`src/rtl/ps2_dir_decoder_if.sv`:
```
// -----------------------------------------------------------------------------
// ps2_dir_decoder_if
//   Bundles the signals between the PS/2 receiver, the scan-code decoder and
//   game_logic.
//   slave  : the decoder side (consumes bytes and acks, drives commands)
//   master : the environment side (drives bytes and acks, observes commands)
//   Signals:
//     ps2_valid_i  one-cycle strobe, ps2_data_i holds a new byte
//     ps2_data_i   received scan-code byte
//     dir_ack_i    game_logic consumed the pending direction
//     dir_o        pending direction 00 up, 01 down, 10 left, 11 right
//     dir_valid_o  dir_o holds an unconsumed direction
//     held_o       keys down: [0]up [1]down [2]left [3]right
//     pause_o      pause level
//     start_o      one-cycle start pulse
//     err_o        one-cycle error pulse
// -----------------------------------------------------------------------------
interface ps2_dir_decoder_if;
  logic       ps2_valid_i;
  logic [7:0] ps2_data_i;
  logic       dir_ack_i;
  logic [1:0] dir_o;
  logic       dir_valid_o;
  logic [3:0] held_o;
  logic       pause_o;
  logic       start_o;
  logic       err_o;

  modport slave (
    input  ps2_valid_i, ps2_data_i, dir_ack_i,
    output dir_o, dir_valid_o, held_o, pause_o, start_o, err_o
  );

  modport master (
    output ps2_valid_i, ps2_data_i, dir_ack_i,
    input  dir_o, dir_valid_o, held_o, pause_o, start_o, err_o
  );
endinterface

```
`src/rtl/ps2_dir_decoder.sv`:
```
// -----------------------------------------------------------------------------
// ps2_dir_decoder
//   Turns PS/2 set-2 scan-code bytes (with E0 / F0 prefixes) into Pac-Man
//   commands: a pending direction with valid/ack handshake, a pause toggle,
//   a start pulse and a held-key mask. Typematic repeats are filtered with
//   per-key held bits so game_logic only sees clean press events.
//   Ports:
//     clk    system clock, rising edge
//     rst_n  asynchronous active-low reset
//     bus    ps2_dir_decoder_if.slave (byte stream in, commands out)
//   Parameters:
//     TIMEOUT_CYC  cycles allowed between a prefix and the following byte
//     CNT_W        width of the prefix timeout counter
// -----------------------------------------------------------------------------
module ps2_dir_decoder #(
  parameter int TIMEOUT_CYC = 100000,
  parameter int CNT_W       = 17
) (
  input  logic             clk,
  input  logic             rst_n,
  ps2_dir_decoder_if.slave bus
);

  typedef enum logic [1:0] {IDLE, EXT, BRK, EXT_BRK} state_e;
  typedef enum logic [2:0] {K_NONE, K_UP, K_DOWN, K_LEFT, K_RIGHT, K_P, K_ENTER} key_e;

  localparam logic [7:0] PFX_EXT = 8'hE0;
  localparam logic [7:0] PFX_BRK = 8'hF0;

  // Plain and extended codes map onto the same keys, so they share held bits.
  function automatic key_e decode(input logic [7:0] code, input logic ext);
    key_e k;
    k = K_NONE;
    if (ext) begin
      case (code)
        8'h75:   k = K_UP;
        8'h72:   k = K_DOWN;
        8'h6B:   k = K_LEFT;
        8'h74:   k = K_RIGHT;
        default: k = K_NONE;
      endcase
    end else begin
      case (code)
        8'h1D:   k = K_UP;
        8'h1B:   k = K_DOWN;
        8'h1C:   k = K_LEFT;
        8'h23:   k = K_RIGHT;
        8'h4D:   k = K_P;
        8'h5A:   k = K_ENTER;
        default: k = K_NONE;
      endcase
    end
    return k;
  endfunction

  state_e           state_q, state_d;
  logic [CNT_W-1:0] cnt_q, cnt_d;
  logic [1:0]       dir_q, dir_d;
  logic             valid_q, valid_d;
  logic [3:0]       held_q, held_d;
  logic             p_held_q, p_held_d;
  logic             ent_held_q, ent_held_d;
  logic             pause_q, pause_d;
  logic             start_q, start_d;
  logic             err_q, err_d;

  logic       is_make;
  logic       is_brk;
  logic       is_ext;
  key_e       key;
  logic [1:0] dir_idx;

  // NOTE: every signal written here gets a default first, so no path through
  // the case/if tree can leave one unassigned and infer a latch.
  always_comb begin
    state_d    = state_q;
    cnt_d      = cnt_q;
    dir_d      = dir_q;
    valid_d    = valid_q;
    held_d     = held_q;
    p_held_d   = p_held_q;
    ent_held_d = ent_held_q;
    pause_d    = pause_q;
    start_d    = 1'b0;
    err_d      = 1'b0;
    is_make    = 1'b0;
    is_brk     = 1'b0;
    is_ext     = 1'b0;
    dir_idx    = 2'b00;

    // Ack clears the pending direction; a make in the same cycle re-sets it
    // below, so the newest direction wins.
    if (bus.dir_ack_i) valid_d = 1'b0;

    if (bus.ps2_valid_i) begin
      cnt_d = '0;
      case (state_q)
        IDLE: begin
          if (bus.ps2_data_i == PFX_EXT)      state_d = EXT;
          else if (bus.ps2_data_i == PFX_BRK) state_d = BRK;
          else                                is_make = 1'b1;
        end
        EXT: begin
          if (bus.ps2_data_i == PFX_BRK)      state_d = EXT_BRK;
          else if (bus.ps2_data_i == PFX_EXT) err_d   = 1'b1;
          else begin
            is_make = 1'b1;
            is_ext  = 1'b1;
            state_d = IDLE;
          end
        end
        BRK, EXT_BRK: begin
          state_d = IDLE;
          if (bus.ps2_data_i == PFX_EXT || bus.ps2_data_i == PFX_BRK) begin
            err_d = 1'b1;
          end else begin
            is_brk = 1'b1;
            is_ext = (state_q == EXT_BRK);
          end
        end
        default: state_d = IDLE;
      endcase
    end else if (state_q != IDLE) begin
      // A prefix left dangling too long is abandoned and flagged.
      if (cnt_q == CNT_W'(TIMEOUT_CYC - 1)) begin
        state_d = IDLE;
        err_d   = 1'b1;
        cnt_d   = '0;
      end else begin
        cnt_d = cnt_q + CNT_W'(1);
      end
    end else begin
      cnt_d = '0;
    end

    key = decode(bus.ps2_data_i, is_ext);
    case (key)
      K_UP:    dir_idx = 2'b00;
      K_DOWN:  dir_idx = 2'b01;
      K_LEFT:  dir_idx = 2'b10;
      K_RIGHT: dir_idx = 2'b11;
      default: dir_idx = 2'b00;
    endcase

    case (key)
      K_UP, K_DOWN, K_LEFT, K_RIGHT: begin
        // A make with the held bit already set is a typematic repeat.
        if (is_make && !held_q[dir_idx]) begin
          held_d[dir_idx] = 1'b1;
          dir_d           = dir_idx;
          valid_d         = 1'b1;
        end else if (is_brk) begin
          held_d[dir_idx] = 1'b0;
        end
      end
      K_P: begin
        if (is_make && !p_held_q) begin
          p_held_d = 1'b1;
          pause_d  = ~pause_q;
        end else if (is_brk) begin
          p_held_d = 1'b0;
        end
      end
      K_ENTER: begin
        if (is_make && !ent_held_q) begin
          ent_held_d = 1'b1;
          start_d    = 1'b1;
        end else if (is_brk) begin
          ent_held_d = 1'b0;
        end
      end
      default: ;
    endcase
  end

  // NOTE: state registers use non-blocking assignments so every flop samples
  // the pre-edge value of the others, independent of statement order.
  always_ff @(posedge clk or negedge rst_n) begin
    if (!rst_n) begin
      state_q    <= IDLE;
      cnt_q      <= '0;
      dir_q      <= 2'b00;
      valid_q    <= 1'b0;
      held_q     <= 4'b0000;
      p_held_q   <= 1'b0;
      ent_held_q <= 1'b0;
      pause_q    <= 1'b0;
      start_q    <= 1'b0;
      err_q      <= 1'b0;
    end else begin
      state_q    <= state_d;
      cnt_q      <= cnt_d;
      dir_q      <= dir_d;
      valid_q    <= valid_d;
      held_q     <= held_d;
      p_held_q   <= p_held_d;
      ent_held_q <= ent_held_d;
      pause_q    <= pause_d;
      start_q    <= start_d;
      err_q      <= err_d;
    end
  end

  assign bus.dir_o       = dir_q;
  assign bus.dir_valid_o = valid_q;
  assign bus.held_o      = held_q;
  assign bus.pause_o     = pause_q;
  assign bus.start_o     = start_q;
  assign bus.err_o       = err_q;

endmodule

```
`src/flat_wrapper.sv`:
```
// flat-port wrapper written by rule: the top's interface ports become plain ports
module ps2_dir_decoder_flat 
#(
  parameter int TIMEOUT_CYC = 100000,
  parameter int CNT_W       = 17
)
  (clk, rst_n, bus_ps2_valid_i, bus_ps2_data_i, bus_dir_ack_i, bus_dir_o, bus_dir_valid_o, bus_held_o, bus_pause_o, bus_start_o, bus_err_o);
  ps2_dir_decoder_if bus_i ();
  input  logic clk;
  input  logic rst_n;
  input wire logic [$bits(bus_i.ps2_valid_i)-1:0] bus_ps2_valid_i;
  input wire logic [$bits(bus_i.ps2_data_i)-1:0] bus_ps2_data_i;
  input wire logic [$bits(bus_i.dir_ack_i)-1:0] bus_dir_ack_i;
  output wire logic [$bits(bus_i.dir_o)-1:0] bus_dir_o;
  output wire logic [$bits(bus_i.dir_valid_o)-1:0] bus_dir_valid_o;
  output wire logic [$bits(bus_i.held_o)-1:0] bus_held_o;
  output wire logic [$bits(bus_i.pause_o)-1:0] bus_pause_o;
  output wire logic [$bits(bus_i.start_o)-1:0] bus_start_o;
  output wire logic [$bits(bus_i.err_o)-1:0] bus_err_o;
  assign bus_i.ps2_valid_i = bus_ps2_valid_i;
  assign bus_i.ps2_data_i = bus_ps2_data_i;
  assign bus_i.dir_ack_i = bus_dir_ack_i;
  assign bus_dir_o = bus_i.dir_o;
  assign bus_dir_valid_o = bus_i.dir_valid_o;
  assign bus_held_o = bus_i.held_o;
  assign bus_pause_o = bus_i.pause_o;
  assign bus_start_o = bus_i.start_o;
  assign bus_err_o = bus_i.err_o;
  ps2_dir_decoder #(.TIMEOUT_CYC(TIMEOUT_CYC), .CNT_W(CNT_W)) u_core (.clk(clk), .rst_n(rst_n), .bus(bus_i));
endmodule
```
`config.mk`:
```
export PLATFORM = sky130hd
export DESIGN_NAME = ps2_dir_decoder_flat
export DESIGN_NICKNAME = d
export VERILOG_FILES = /design/src/rtl/ps2_dir_decoder_if.sv /design/src/rtl/ps2_dir_decoder.sv /design/src/flat_wrapper.sv
export SDC_FILE = /design/constraint.sdc
export NUM_CORES = 1
export LEC_CHECK = 0
export CAP_MARGIN = 20
export CORE_UTILIZATION = 50
export DETAILED_ROUTE_END_ITERATION = 12
export GPL_TIMING_DRIVEN = 0
export PLACE_DENSITY = 0.73
export SLEW_MARGIN = 10
export SYNTH_ARGS = -nofsm -noshare
export SYNTH_HDL_FRONTEND = slang
export SYNTH_SLANG_ARGS = --single-unit
export TNS_END_PERCENT = 20
```
`constraint.sdc`:
```
create_clock -name clk -period 2.7 [get_ports clk]
set_clock_uncertainty 0.2 [all_clocks]
set_input_delay 0.405 -clock clk [delete_from_list [all_inputs] [get_ports clk]]
set_output_delay 0.405 -clock clk [all_outputs]
set_load 0.02 [all_outputs]
```
==> results.cfg <==
[sta]
hold_viol_final = 0
fin_ws_ns = 0.0345
setup_tns_ns = 0
worst_pin_slew_ns = 0.686
finalCritPeriodShare_pct = 98.7
finalCriticalPeriod_ns = 2.67
finalSetupViolations = 0
fmax_ghz = 0.375
slew_headroom_pct = 54.3
finalMaxSlewViolations = 0

[routing]
top_layer = met4
drt_iter0_markers = 84
wl_met1_um = 1980
drt-pass1-iter-count = 4
wl_met3_um = 153
detail-route-antenna-nets = 0
drc_errors = 0
wl_met2_um = 2170
vias = 1640
wl_um = 4360
detail_route.wl_per_cell_um = 15.7
routed_via_density = 5.92

[cts]
cts_root_buf = clkbuf_8
cts_buffer_depth = 2
insertion_delay_ns = 0.28
cts_buffers = 5
cts_sinks = 31
cts_htree_levels = 2
cts_tree = yes
clk_pin_slew_worst_paths_ns = 0.07

[final_layout]
diodes = 0
layout.nets = 243
nFillCells = 297
final_cells = 277
multi_input_area_mm2 = 0.00109
final_core_util_pct = 67.8
seqCellArea_um2 = 776
drive_above_1_share_pct = 20.8
syn_to_final_growth_pct = 25.9

[synthesis]
ys_seq_elements = 31
synth.top_cell.area_share_pct = 41.5
ys_warn_count = 0
postSynthCellCount = 198
synthesis.nets = 211
yosysTopAreaCell = dfrtp_1
synth.yosys.seq_area_share_pct = 41.5
yosys-top-cells-count = dfrtp_1, nor2_1, nand2_1, inv_1, nand3_1
synth_ff_type = dfrtp_1
async_flop_share_pct = 100
synth_area_leaders = dfrtp_1, nor2_1, xor2_1
synth_area_mm2 = 0.00187
synth.distinct_cells = 51
synth_edf_count = 0
avgSynthCellArea_um2 = 9.43

[critical_path]
crit_buf_inv = 2
crit_fanout = 8
crit_chain = clkdlybuf4s15_2, nand4bb_1, o311a_4, and2_4, or2_1, buf_6, o32a_4, and3_4, a311oi_2
crit_arrival_ns = 2.64
slowest_stage = o311a_4
end_kind = register
critical_path_class = primary input to register
cp.required_ns = 2.68
cp-start-kind = primary input
cpPeakStageDelay_ns = 0.38
critical_path.top_delay_family = compound AO/OA/AOI/OAI gates

[global_routing]
track_usage_pct = 23.3
grt_max_degree = 32
grt_pass1_vias = 1554
antenna_found_initial = 0
grt_pass1_wl_um = 7190
grt_overflow_total = 0

[floorplan]
die_y_um = 63.1
die-area_mm2 = 0.00398
ios = 22
start_util_pct = 53.9
core_mm2 = 0.00347
rows = 21
die_x_um = 63.1

[run]
max_cap_violations = 0

[min_path]
hold_path.class = register to register

[power]
ir_drop_mv = 0.412
p_leak_nw = 0.951
power_density_mw_per_mm2 = 458

[placement]
place_congestion = 0.894
dp_slack_ns = -0.598
dp.cells = 263
port_buffers = 19
hpwl_um = 3010

[outcome]
outcome = complete, no violations
==> cell families after synthesis <==
family / share of synthesized area (%)
muxes: 2.81
adders and majority gates: 0.670
xor gates and xnor gates: 7.97
AOI/OAI and AO/OA: 14.3
buffers and inverters: 3.95
and+or+nand+nor: 28.8
DFF: 41.5
==> path summary, 6_finish.rpt <==
path | startpoint | endpoint | slack (ns) | cells after the start
max | bus_ps2_data_i[1] | u_core.bus.dir_o[1] | 0.03 | 9
min | u_core.ent_held_q | u_core.bus.start_o | 0.23 | 1
max reg2reg | u_core.cnt_q[0] | u_core.cnt_q[15] | 0.25 | 7
min reg2reg | u_core.ent_held_q | u_core.bus.start_o | 0.23 | 1
max in group asynchronous | rst_n | async pin | 1.36 | 2
min in group asynchronous | rst_n | u_core.cnt_q[8] | 0.49 | 2
==> area by class of cell <==
| type | count | area share, % |
|---|---|---|
| Sequential cell | 31 | 33.0 |
| Tap cell | 46 | 2.45 |
| Buffer | 6 | 1.86 |
| Clock buffer | 5 | 2.93 |
| Clock inverter | 3 | 1.86 |
| Inverter | 10 | 1.60 |
| Timing Repair Buffer | 25 | 9.84 |
| Multi-Input combinational cell | 151 | 46.5 |
==> metrics by stage <==
step	power [W]	area (um2)	hold slack, ns
final	0.00108	2350	0.231
after global routing	0.00112	2350	0.248
after CTS	0.00108	2320	0.235
after detailed placement	0.000614	2110	0.225
after global placement	0.000610	2120	0.214
after floorplan	0.000554	1870	-0.0906
==> routing by layer <==
| layer | GRT usage, % | up-vias |
|---|---|---|
| met5 | 0 | - |
| met4 | 9.30 | 0 |
| met1 | 30.2 | 808 |
| met2 | 38.0 | 49 |
| li1 | - | 775 |
| met3 | 4.35 | 8 |
==> worst reg2reg max path: stages, from the launching register on <==
cell and delay (ns):
dfrtp_1 0.43, ha_1 0.33, nand2_1 0.10, nor4_1 0.33, a21oi_1 0.19, o21ai_1 0.33, clkbuf_2 0.33, nor2_1 0.09
==> power by group <==
part	switching (W)	total, W	internal [W]
clock	0.000180	0.000455	0.000274
combinational	0.0000729	0.000139	0.0000661
sequential	0.0000102	0.000485	0.000474
total	0.000263	0.00108	0.000815
==> what timing repair did <==
item,CTS,global route
hold endpoints to repair,31,0
gates cloned,0,0
gates resized for setup,26,5
pin swaps,5,4
endpoints found under the setup margin,8,2
buffers inserted,3,2
hold buffers,1,0
==> placed cells by master (no fill, tap or decap), types with 3 or more instances in the layout <==
cell type        count
a21oi_1              5
dlygate4sd2_1        4
clkbuf_8             5
clkdlybuf4s50_1     11
nand2b_1             5
xnor2_1              8
o22ai_1              3
nor3_1               4
nand2_1             11
nand3_1             10
inv_1               10
o31ai_1              4
and3_1               3
dfrtp_1             31
nor2_1              30
buf_4                6
o21ai_0              8
nor4_1               4
nand4_1              4
xor2_1               9
clkdlybuf4s15_2      3
(Power assumes the default switching activity.)
